[config.mk]
export PLATFORM = sky130hd
export DESIGN_NAME = mac_array_seq
export DESIGN_NICKNAME = d
export VERILOG_FILES = /design/src/rtl/mac_array_pkg.sv /design/src/rtl/mac_array_seq.sv
export SDC_FILE = /design/constraint.sdc
export NUM_CORES = 1
export LEC_CHECK = 0
export ABC_AREA = 0
export BUFFER_PORTS_ARGS = -buffer_cell sky130_fd_sc_hd__clkbuf_2
export CAP_MARGIN = 20
export CORE_UTILIZATION = 44
export DETAILED_ROUTE_END_ITERATION = 10
export PLACE_DENSITY = 0.82
export SYNTH_ARGS = -nofsm -noshare
export SYNTH_HDL_FRONTEND = slang
export SYNTH_SLANG_ARGS = --single-unit
[constraint.sdc]
create_clock -name clk -period 2.6 [get_ports clk]
set_input_delay 0.39 -clock clk [delete_from_list [all_inputs] [get_ports clk]]
set_output_delay 0.39 -clock clk [all_outputs]
set_load 0.02 [all_outputs]
[src/rtl/mac_array_pkg.sv]
// Shared types and default sizing for the MAC array job sequencer.
package mac_array_pkg;

    localparam int DEF_D_W     = 8;
    localparam int DEF_D_W_ACC = 16;
    localparam int DEF_N       = 3;
    localparam int DEF_K_MAX   = 16;
    localparam int DEF_MAC_LAT = 1;

    typedef enum logic [1:0] {
        IDLE,
        RUN,
        DRAIN,
        OUT
    } seq_state_t;

endpackage

[src/rtl/mac_array_seq.sv]
// Job sequencer for the N-lane MAC array: feeds operand beats into the array,
// waits for the array pipeline to drain, then presents the accumulated results.
module mac_array_seq
    import mac_array_pkg::*;
#(
    parameter int D_W     = DEF_D_W,
    parameter int D_W_ACC = DEF_D_W_ACC,
    parameter int N       = DEF_N,
    parameter int K_MAX   = DEF_K_MAX,
    parameter int MAC_LAT = DEF_MAC_LAT,
    parameter int LEN_W   = $clog2(K_MAX + 1)
) (
    input  logic                        clk,
    input  logic                        rst,
    input  logic                        in_valid,
    output logic                        in_ready,
    input  logic [N-1:0][D_W-1:0]       in_a,
    input  logic [N-1:0][D_W-1:0]       in_b,
    input  logic [LEN_W-1:0]            cfg_len,
    output logic [N-1:0][D_W-1:0]       arr_a,
    output logic [N-1:0][D_W-1:0]       arr_b,
    output logic                        arr_init,
    input  logic [N-1:0][D_W_ACC-1:0]   arr_result,
    output logic                        out_valid,
    input  logic                        out_ready,
    output logic [N-1:0][D_W_ACC-1:0]   out_data,
    output logic                        busy
);

    // Wide enough to hold the final drain count MAC_LAT.
    localparam int DRAIN_W = $clog2(MAC_LAT + 2);

    seq_state_t         state;
    seq_state_t         state_next;
    logic [LEN_W-1:0]   len;
    logic [LEN_W-1:0]   beat_cnt;
    logic [LEN_W-1:0]   first_len;
    logic [DRAIN_W-1:0] drain_cnt;
    logic               accept;
    logic               capture;

    // Effective job length from the first beat: 0 means 1, clamp to K_MAX.
    always_comb begin
        if (cfg_len == '0) begin
            first_len = LEN_W'(1);
        end else if (cfg_len > LEN_W'(K_MAX)) begin
            first_len = LEN_W'(K_MAX);
        end else begin
            first_len = cfg_len;
        end
    end

    // Next-state and handshake decode.
    always_comb begin
        state_next = state;
        in_ready   = 1'b0;
        accept     = 1'b0;
        capture    = 1'b0;
        case (state)
            IDLE: begin
                in_ready = !rst;
                accept   = in_valid && !rst;
                if (accept) begin
                    state_next = (first_len == LEN_W'(1)) ? DRAIN : RUN;
                end
            end
            RUN: begin
                in_ready = !rst;
                accept   = in_valid && !rst;
                if (accept && ((beat_cnt + LEN_W'(1)) == len)) begin
                    state_next = DRAIN;
                end
            end
            DRAIN: begin
                if (drain_cnt == DRAIN_W'(MAC_LAT)) begin
                    capture    = 1'b1;
                    state_next = OUT;
                end
            end
            OUT: begin
                if (out_ready) begin
                    state_next = IDLE;
                end
            end
            default: state_next = IDLE;
        endcase
    end

    assign busy = (state != IDLE);

    // State register.
    always_ff @(posedge clk) begin
        if (rst) begin
            state <= IDLE;
        end else begin
            state <= state_next;
        end
    end

    // Array drive, job counters and result capture.
    always_ff @(posedge clk) begin
        if (rst) begin
            arr_a     <= '0;
            arr_b     <= '0;
            arr_init  <= 1'b0;
            len       <= '0;
            beat_cnt  <= '0;
            drain_cnt <= '0;
            out_valid <= 1'b0;
            out_data  <= '0;
        end else begin
            // Zero operands on non-accepting edges keep the accumulators unchanged.
            arr_a    <= accept ? in_a : '0;
            arr_b    <= accept ? in_b : '0;
            arr_init <= accept && (state == IDLE);

            if (accept) begin
                if (state == IDLE) begin
                    len      <= first_len;
                    beat_cnt <= LEN_W'(1);
                end else begin
                    beat_cnt <= beat_cnt + LEN_W'(1);
                end
            end

            if (state != DRAIN) begin
                drain_cnt <= '0;
            end else if (!capture) begin
                drain_cnt <= drain_cnt + DRAIN_W'(1);
            end

            if (capture) begin
                out_data  <= arr_result;
                out_valid <= 1'b1;
            end else if ((state == OUT) && out_ready) begin
                out_valid <= 1'b0;
            end
        end
    end

endmodule

==> results of run 1 <==
-- registers in the layout, indices dropped and copies added, names as in the netlist, 2 cells and up --
signal and cells:
beat_cnt 5, out_data 48, state 2, arr_b 24
arr_a 24, drain_cnt 2, len 5
-- synthesized netlist by cell type --
cell	count
nor3_1	1
nand2_1	107
xnor2_1	3
o21ai_1	2
or3_1	1
ha_1	6
mux2i_1	1
a31oi_1	2
nor3b_1	2
o21ba_1	1
clkbuf_1	21
o21ai_0	5
buf_2	1
mux2_4	1
o32ai_2	1
nand2b_1	1
buf_4	1
a21oi_1	60
and2_1	49
dfxtp_1	112
o31ai_1	1
inv_1	8
buf_6	1
nor2_1	15
nand3_1	6
a22oi_1	1
nor2b_1	2
o211ai_1	1
xor2_1	4
buf_1	2
nand3b_1	3
o22ai_1	1
-- layout make-up --
class | instances | area share [%]
multi-input combinational | 277 | 28.1
sequential | 112 | 44.1
clock inverter | 5 | 1.23
clock buffer | 11 | 2.78
inverter | 8 | 0.590
tap | 105 | 2.58
timing repair buffer | 208 | 20.7
-- logic make-up after synthesis --
| family | synth area share, % |
|---|---|
| AO/OA/AOI/OAI | 10.6 |
| XOR/XNOR | 1.61 |
| adder cells (fa/ha/maj) | 1.97 |
| buffers and inverters | 3.68 |
| flip-flops | 58.9 |
| multiplexers | 0.657 |
| AND/OR/NAND/NOR | 22.6 |
-- metrics by stage --
step	utilization [%]	total power, uW	hold slack, ns	worst slack [ns]	instances
2_1_floorplan	-	2240	0.448	0.797	423
3_3_place_gp	58.9	2440	0.442	0.748	710
3_5_place_dp	58.9	2460	0.447	0.673	710
4_1_cts	61.3	3510	0.204	0.521	726
5_1_grt	61.3	3630	0.198	0.442	726
6_report	61.3	3460	0.223	0.552	726
-- layer usage --
| metal | global-route usage (%) | vias up | share of wire [%] |
|---|---|---|---|
| li1 | - | 1733 | - |
| met1 | 20.6 | 1521 | 40 |
| met2 | 34.2 | 153 | 49 |
| met3 | 7.34 | 14 | 10 |
| met4 | 7.20 | 0 | 1.4 |
| met5 | 0 | - | 0 |
-- critical path, cell delays in order (launching register included) --
cell and delay (ns):
dfxtp_1 0.41, inv_1 0.09, ha_1 0.32, nor2_1 0.25
nor2_1 0.07, clkbuf_2 0.18
-- worst paths after layout --
path	cells after the start	end	slack (ns)	from
setup / recovery	5	in_ready	0.55	state[0]
hold / removal	2	arr_b[0]	0.22	in_b[0]
setup reg to reg	6	state[1]	0.66	beat_cnt[0]
hold reg to reg	2	out_data[33]	0.46	out_data[33]
-- power groups by stage --
stage          sequential [uW]  clock (uW)  combinational, uW
3_3_place_gp              1890           0                551
4_1_cts                   1860        1080                563
3_5_place_dp              1900           0                562
6_report                  1860        1040                558
5_1_grt                   1870        1140                614
2_1_floorplan             2000           0                237
==> summary.txt, run 1 <==
TNS Setup: 0 ns
Post_cts resized: 0
Final nets: 727
Die width: 95.0 um
Synth top area cells: dfxtp_1, nand2_1, and2_1
Row count: 33
GRT overflow: 0
Area of the multi-input gates: 0.00143 sq mm
DRT Wirelength: 8920 um
Sw power: 943 uW
Die Y: 95.0 um
Startpoint types: flip-flop
Combinational power share: 16.1%
Register area: 0.00224 sq mm
Root Buffer: clkbuf_8
N_diodes: 0
Top-area cell type share of the netlist area: 58.9%
CP required: 2.21 ns
Total CTS buffers: 9
First-pass GRT wire length: 13500 um
Unrepaired setup endpoints after global routing: false
Status: completed
Antenna violations before repair: 0
Worst vdd ir: 0.408 mV
Clock network latency to the later pin of the worst-skew pair: 0.36 ns
P_int: 2520 uW
Placed cell areas: 0.00488 sq mm
H-Tree Depth: 3
Final setup vio count: 0
Slew @ Worst Pin: 0.871 ns
Slew margin rel.: 41.9%
Initial Util: 45.9%
DIE AREA: 0.00903 sq mm
Num ports: 205
Layout area overhead: 33.6%
Final GP Congestion: 0.857
CP Capture Type: output pin
Synth Warn #: 0
Synthesized area per cell: 9.00 sq um
Remaining DRCs: 0
Synth Cell Area: 0.00381 sq mm
Peak Freq: 488 MHz
PD cells: 680 mW/mm^2
Post-synthesis register bit count: 112
GRT Util Overall: 19.3%
Via density: 4.71
DRT Pass-1 Iters: 5
Commonest cells after routing, fill and taps aside: clkbuf_2, dfxtp_1, nand2_1
Commonest non-fill, non-tap cell in the layout: clkbuf_2
Sequential cell fraction of total power: 53.8%
Post-DP HPWL: 6680 um
CTS max path bufs: 2
Worst EP arrival: 1.66 ns
Hold buffer count at cts: 0
Max cap viols: 0
Routed length per instance: 12.3 um
Reg clk slew, reported paths: 0.10 ns
Max Slew Vio Count: 0
CP Max Fanout: 10
Clock power share: 30.1%
Fin crit period: 2.05 ns
Distinct cells, synth: 32
Filler cell count in the final layout: 732
Path type of the worst setup path: flip-flop to output pin
Largest net degree at the start of global routing: 61
Clock sink total: 112
Leak: 0.00237 uW
Vias: 3421
Layout cells sized above 1: 36.6%
Fin crit share: 78.8%
Core ar.: 0.00830 sq mm
Port buffer count: 204
Cell count after synthesis: 423
Yosys top cell by area: dfxtp_1
Skew final: 0.0122 ns
Cell area after layout: 0.00509 sq mm
DRT antenna net count: 0
Final Hold Viols: 0
Sequential area share after synthesis: 58.9%
Post-Syn Nets: 534
Sw Ratio: 27.2%
CTS tree: built
DR iter-0 viols: 128
Hold Path Class: input port to flip-flop
Vias in the first global route: 3089
Post-CTS Setup Inserts: 0
Power figures use the tool's default switching activity.
==> run 2, diff against run 1 <==
- ABC_AREA: 0 -> 1
- CORE_UTILIZATION: 44 -> 40
- PLACE_DENSITY: 0.82 -> 0.78
- clock period: 2.6 -> 1.75 ns (I/O delays scaled with it)
==> run 2 against run 1 <==
Compared with the run above:
- via count increased by 6.7%
- synthesized cell count grew 16%
- worst setup slack worse by 0.48 ns
- design area grew 3.0%
- power increased by 64%
- non-clock buffer count unchanged
- global-route usage is 1.8 points lower
- critical path depth fell by 1
- worst hold slack worse by 0.14 ns
- largest power group unchanged
==> summary.txt, run 2 <==
Post-synth EDFFs: 0
Worst vdd ir: 0.486 mV
Final setup margin: 0.0758 ns
Layout cells sized above 1: 34.2%
Path type of the worst setup path: flip-flop to output pin
CP Capture Type: output pin
Sw Ratio: 30.9%
Top-area cell type share of the netlist area: 57.9%
Leak: 0.00271 uW
Largest registers: out_data x48, arr_a x24, arr_b x24
GRT Util Overall: 17.4%
Crit path from: state[1]
Port buffer count: 204
Hold buffer count at cts: 0
Reg clk slew, reported paths: 0.11 ns
Root Buffer: clkbuf_8
Post-synthesis register bit count: 112
Yosys top cell by area: dfxtp_1
Slew @ Worst Pin: 0.413 ns
Status: completed
Ys flop type: dfxtp_1
Vias in the first global route: 3395
Sequential cell fraction of total power: 50.4%
Cell count after synthesis: 489
Asr flop ratio synth: 0%
Die width: 100 um
TNS Setup: 0 ns
Commonest cells after routing, fill and taps aside: clkbuf_2, nor2_1, dfxtp_1
Slew margin rel.: 72.5%
Core ar.: 0.00933 sq mm
Final nets: 798
Sw power: 1760 uW
N_diodes: 0
Synth top area cells: dfxtp_1, nor2_1, inv_1
Initial Util: 41.5%
Synth Cell Area: 0.00387 sq mm
Distinct cells, synth: 25
Sequential area share after synthesis: 57.9%
Antenna violations before repair: 0
CTS tree: built
Final setup vio count: 0
Hold Path Class: input port to flip-flop
Max Slew Vio Count: 0
DRT Wirelength: 9130 um
Routed length per instance: 11.1 um
DRT Pass-1 Iters: 4
Commonest non-fill, non-tap cell in the layout: clkbuf_2
Max cap viols: 0
HP Start: in_a[9]
Unrepaired setup endpoints after global routing: false
Post-Syn Nets: 600
Worst EP arrival: 1.41 ns
Clock sink total: 112
Peak Freq: 597 MHz
Largest net degree at the start of global routing: 52
Final GP Congestion: 0.863
Synth top cells by count: nor2_1, dfxtp_1, inv_1, o21ai_0, nand2_1
First-pass GRT wire length: 14000 um
Startpoint types: flip-flop
Filler cell count in the final layout: 886
CP required: 1.49 ns
H-Tree Depth: 3
CTS max path bufs: 2
Remaining DRCs: 0
P_int: 3930 uW
Skew final: 0.0133 ns
Clock network latency to the later pin of the worst-skew pair: 0.36 ns
Tot Pwr: 5690 uW
Combinational power share: 22.0%
Num ports: 205
DIE AREA: 0.0101 sq mm
Register bank with the most flops: out_data
Synth Warn #: 0
Via density: 4.45
Hold path depth: 3
GRT overflow: 0
Max FFs per register: 48
DRT antenna net count: 0
Row count: 35
Total CTS buffers: 9
CP Max Fanout: 5
Count leader, synth: nor2_1
Final Hold Viols: 0
Layout area overhead: 35.3%
PD cells: 1090 mW/mm^2
Synthesized area per cell: 7.92 sq um
Post-DP HPWL: 6950 um
Vias: 3649
FF-to-FF path depth: 8
Die Y: 100 um
DR iter-0 viols: 99
Dpl ws: 0.0882 ns
Clock power share: 27.6%
Fin crit period: 1.67 ns
Fin crit share: 95.7%
R2R Path Start: state[1]
## run 2: changes by cell type after synthesis, moves of 4 or more
| cell | before | now |
|---|---|---|
| a21oi_1 | 60 | 11 |
| clkbuf_1 | 21 | 12 |
| inv_1 | 8 | 70 |
| nor2_1 | 15 | 160 |
| and2_1 | 49 | 0 |
| nand2_1 | 107 | 28 |
| nand4_1 | 0 | 4 |
| o21ai_0 | 5 | 51 |
| buf_2 | 1 | 5 |
## run 2: kinds of logic (layout without fill, tap and decap cells)
| group | Yosys count | after routing | synth area share, % |
|---|---|---|---|
| and+or+nand+nor | 209 | 209 | 21.5 |
| DFF | 112 | 112 | 57.9 |
| buffers and inverters | 92 | 294 | 9.08 |
| AOI/OAI and AO/OA | 69 | 69 | 9.40 |
| adders and majority gates | 6 | 6 | 1.94 |
| xor gates and xnor gates | 1 | 1 | 0.226 |
## run 2: layout make-up
| class | instances | area [sq um] | area share, % |
|---|---|---|---|
| Clock buffer | 10 | 138 | 2.63 |
| Clock inverter | 5 | 65.1 | 1.24 |
| Inverter | 71 | 267 | 5.08 |
| Multi-Input combinational cell | 285 | 1280 | 24.5 |
| Sequential cell | 112 | 2250 | 42.9 |
| Tap cell | 129 | 161 | 3.08 |
| Timing Repair Buffer | 208 | 1080 | 20.6 |
## run 2: metrics by stage
stage | instances | area (sq um) | util [%] | hold WS, ns
6_report | 820 | 5240 | 56.2 | 0.0830
3_5_place_dp | 805 | 5030 | 53.9 | 0.458
3_3_place_gp | 805 | 5030 | 53.9 | 0.455
4_1_cts | 820 | 5230 | 56.1 | 0.0677
5_1_grt | 820 | 5240 | 56.2 | 0.0581
2_1_floorplan | 489 | 3870 | - | 0.375
## run 2: repair_timing
item                       CTS  global route
pin swaps                    0             0
setup endpoints to repair    2             5
resized for setup            1             7
buffers inserted             0             0
## run 2: layer usage
| metal | track usage [%] | vias up | share of wire, % |
|---|---|---|---|
| met5 | 0 | - | 0 |
| met3 | 5.36 | 10 | 8.2 |
| met1 | 17.6 | 1614 | 39 |
| met4 | 6.02 | 0 | 1.0 |
| met2 | 33.6 | 151 | 51 |
| li1 | - | 1874 | - |
## run 2: path summary, 6_finish.rpt
kind / slack, ns / to
setup / recovery: 0.08 / busy
hold / removal: 0.08 / arr_a[9]
setup reg to reg: 0.14 / state[0]
hold reg to reg: 0.47 / out_valid
## run 2: critical path, stage by stage (launching register included)
cell,delay (ns)
dfxtp_1,0.39
inv_1,0.09
ha_2,0.21
inv_1,0.16
clkbuf_2,0.21
## run 2: power groups by stage
stage / clock [uW] / combinational [uW] / sequential [uW]
final: 1570 / 1250 / 2870
after global routing: 1730 / 1390 / 2890
after CTS: 1630 / 1250 / 2860
after detailed placement: 0 / 1240 / 2920
after global placement: 0 / 1200 / 2900
after floorplan: 0 / 599 / 3110
==> run 3, diff against run 2 <==
- ABC_AREA: 1 -> not set
- PLACE_DENSITY: 0.78 -> 0.79
==> run 3 against run 2 <==
Compared with the run above:
- cell count decreased by 7.6%
- maximum frequency is 3.5% lower
- sequential power decreased by 3%
- largest cell class unchanged
- highest routed layer unchanged
==> summary.txt, run 3 (synthesis gave the netlist of run 1 again) <==
Path type of the worst setup path: flip-flop to flip-flop
Hold path depth: 2
Cell area after layout: 0.00528 sq mm
Die width: 99.6 um
Sw power: 1530 uW
Startpoint types: flip-flop
PD cells: 1020 mW/mm^2
Core ar.: 0.00924 sq mm
DIE AREA: 0.00992 sq mm
Ordered cell list for the critical path: ha_4 > xnor2_2 > nand3_1 > or3_4 > o32ai_4 > mux2_4
DR iter-0 viols: 89
CTS tree: built
Peak Freq: 576 MHz
Commonest non-fill, non-tap cell in the layout: clkbuf_2
Hold Path End: arr_a[11]
Port buffer count: 204
Skew final: 0.0129 ns
Hold buffer count at cts: 0
Row count: 35
Largest net degree at the start of global routing: 61
Hold_ws: 0.0776 ns
Total CTS buffers: 9
Vias: 3472
Sequential cell fraction of total power: 51.4%
FF-to-FF path depth: 6
CP required: 2.01 ns
P_int: 3870 uW
Num ports: 205
Antenna violations before repair: 0
DRT antenna net count: 0
Final Hold Viols: 0
GRT overflow: 0
H-Tree Depth: 3
Clock power share: 30.7%
Register bank with the most flops: out_data
Layout cells sized above 1: 39.4%
First-pass GRT wire length: 13900 um
Reg clk slew, reported paths: 0.11 ns
Finished Layout Cells: 758
R2R Path Start: beat_cnt[0]
GRT Util Overall: 17.6%
DRT Wirelength: 9010 um
Worst reg2reg endpoint: state[1]
Leak: 0.00244 uW
Largest registers: out_data x48, arr_a x24, arr_b x24
TNS Setup: 0 ns
CP Capture Type: flip-flop
Unrepaired setup endpoints after global routing: true
Final setup vio count: 0
Fin crit share: 99.1%
Post-DP HPWL: 6640 um
Slew margin rel.: 58.6%
Combinational power share: 17.9%
Root Buffer: clkbuf_8
Clock sink total: 112
Placed cell areas: 0.00501 sq mm
Hold Path Class: input port to flip-flop
Worst-path cell with the longest stage delay: dfxtp_4
Vias in the first global route: 3209
Sw Ratio: 28.2%
CP max stage delay: 0.38 ns
Slew @ Worst Pin: 0.621 ns
Clock network latency to the later pin of the worst-skew pair: 0.37 ns
Max FFs per register: 48
Remaining DRCs: 0
Status: completed
Worst vdd ir: 0.554 mV
N_diodes: 0
Fin crit period: 1.73 ns
Via density: 4.58
Commonest cells after routing, fill and taps aside: clkbuf_2, dfxtp_1, nand2_1
Reg2reg setup slack: 0.02 ns
Max Slew Vio Count: 0
Max cap viols: 0
Final GP Congestion: 0.797
Core Util, Final: 57.1%
Die Y: 99.6 um
Layout area overhead: 38.6%
Routed length per instance: 11.9 um
Final nets: 735
CTS max path bufs: 2
Placed instance count: 741
Filler cell count in the final layout: 830
DRT Pass-1 Iters: 6
HP Start: in_a[11]
Worst EP arrival: 2.00 ns
CP Max Fanout: 4
Initial Util: 41.2%
-- run 3: cell count changes in the layout (fill, tap and decap cells not counted), moves of 46 or more --
cell	previous run	this run
nor2_1	160	14
nand2_1	28	107
inv_1	70	7
a21oi_1	11	60
and2_1	0	48
o21ai_0	51	5
-- run 3: area by class of cell --
class | count | area (sq um) | area share [%]
Timing Repair Buffer | 216 | 1140 | 21.5
Multi-Input combinational cell | 277 | 1480 | 28.0
Inverter | 8 | 30.0 | 0.569
Clock buffer | 10 | 138 | 2.61
Clock inverter | 6 | 83.8 | 1.59
Tap cell | 129 | 161 | 3.06
Sequential cell | 112 | 2250 | 42.7
-- run 3: per-stage QoR --
step | power (uW) | setup WS, ns
detailed placement | 3730 | -0.0464
global placement | 3710 | 0.0395
finish | 5400 | 0.0150
floorplan | 3330 | 0.0116
global route | 5650 | -0.0638
CTS | 5410 | 0.0125
-- run 3: repair_timing --
| action | 4_1_cts | 5_1_grt |
|---|---|---|
| setup endpoints to repair | 51 | 3 |
| buffers inserted | 0 | 1 |
| gates resized for setup | 6 | 7 |
| pin swaps | 0 | 1 |
-- run 3: worst max path at each step --
stage,to,start,cells after the start
2_1_floorplan,state[1],state[0],7
3_3_place_gp,out_data[33],state[0],6
3_5_place_dp,out_data[38],state[0],6
4_1_cts,in_ready,state[1],5
5_1_grt,state[0],state[0],8
6_report,state[1],beat_cnt[0],6
-- run 3: power by group through the flow --
stage	Combinational (uW)	Clock [uW]	Sequential, uW
global route	1050	1810	2790
detailed placement	910	0	2820
CTS	923	1710	2770
global placement	898	0	2820
floorplan	358	0	2970
finish	964	1660	2770
-- run 3: worst max-delay path: cells and delay by family, from the launching register on --
family	cells	cell delay [ns]
flip-flops	1	0.38
XOR/XNOR	1	0.09
AO/OA/AOI/OAI	1	0.12
multiplexers	1	0.32
adder cells (fa/ha/maj)	1	0.27
AND/OR/NAND/NOR	2	0.44
-- run 3: per-layer routing --
layer | vias up | routed length (um) | GRT usage (%)
li1 | 1753 | - | -
met1 | 1536 | 3660 | 18.2
met2 | 168 | 4290 | 32.1
met3 | 15 | 902 | 7.31
met4 | 0 | 150 | 6.00
met5 | - | 0 | 0
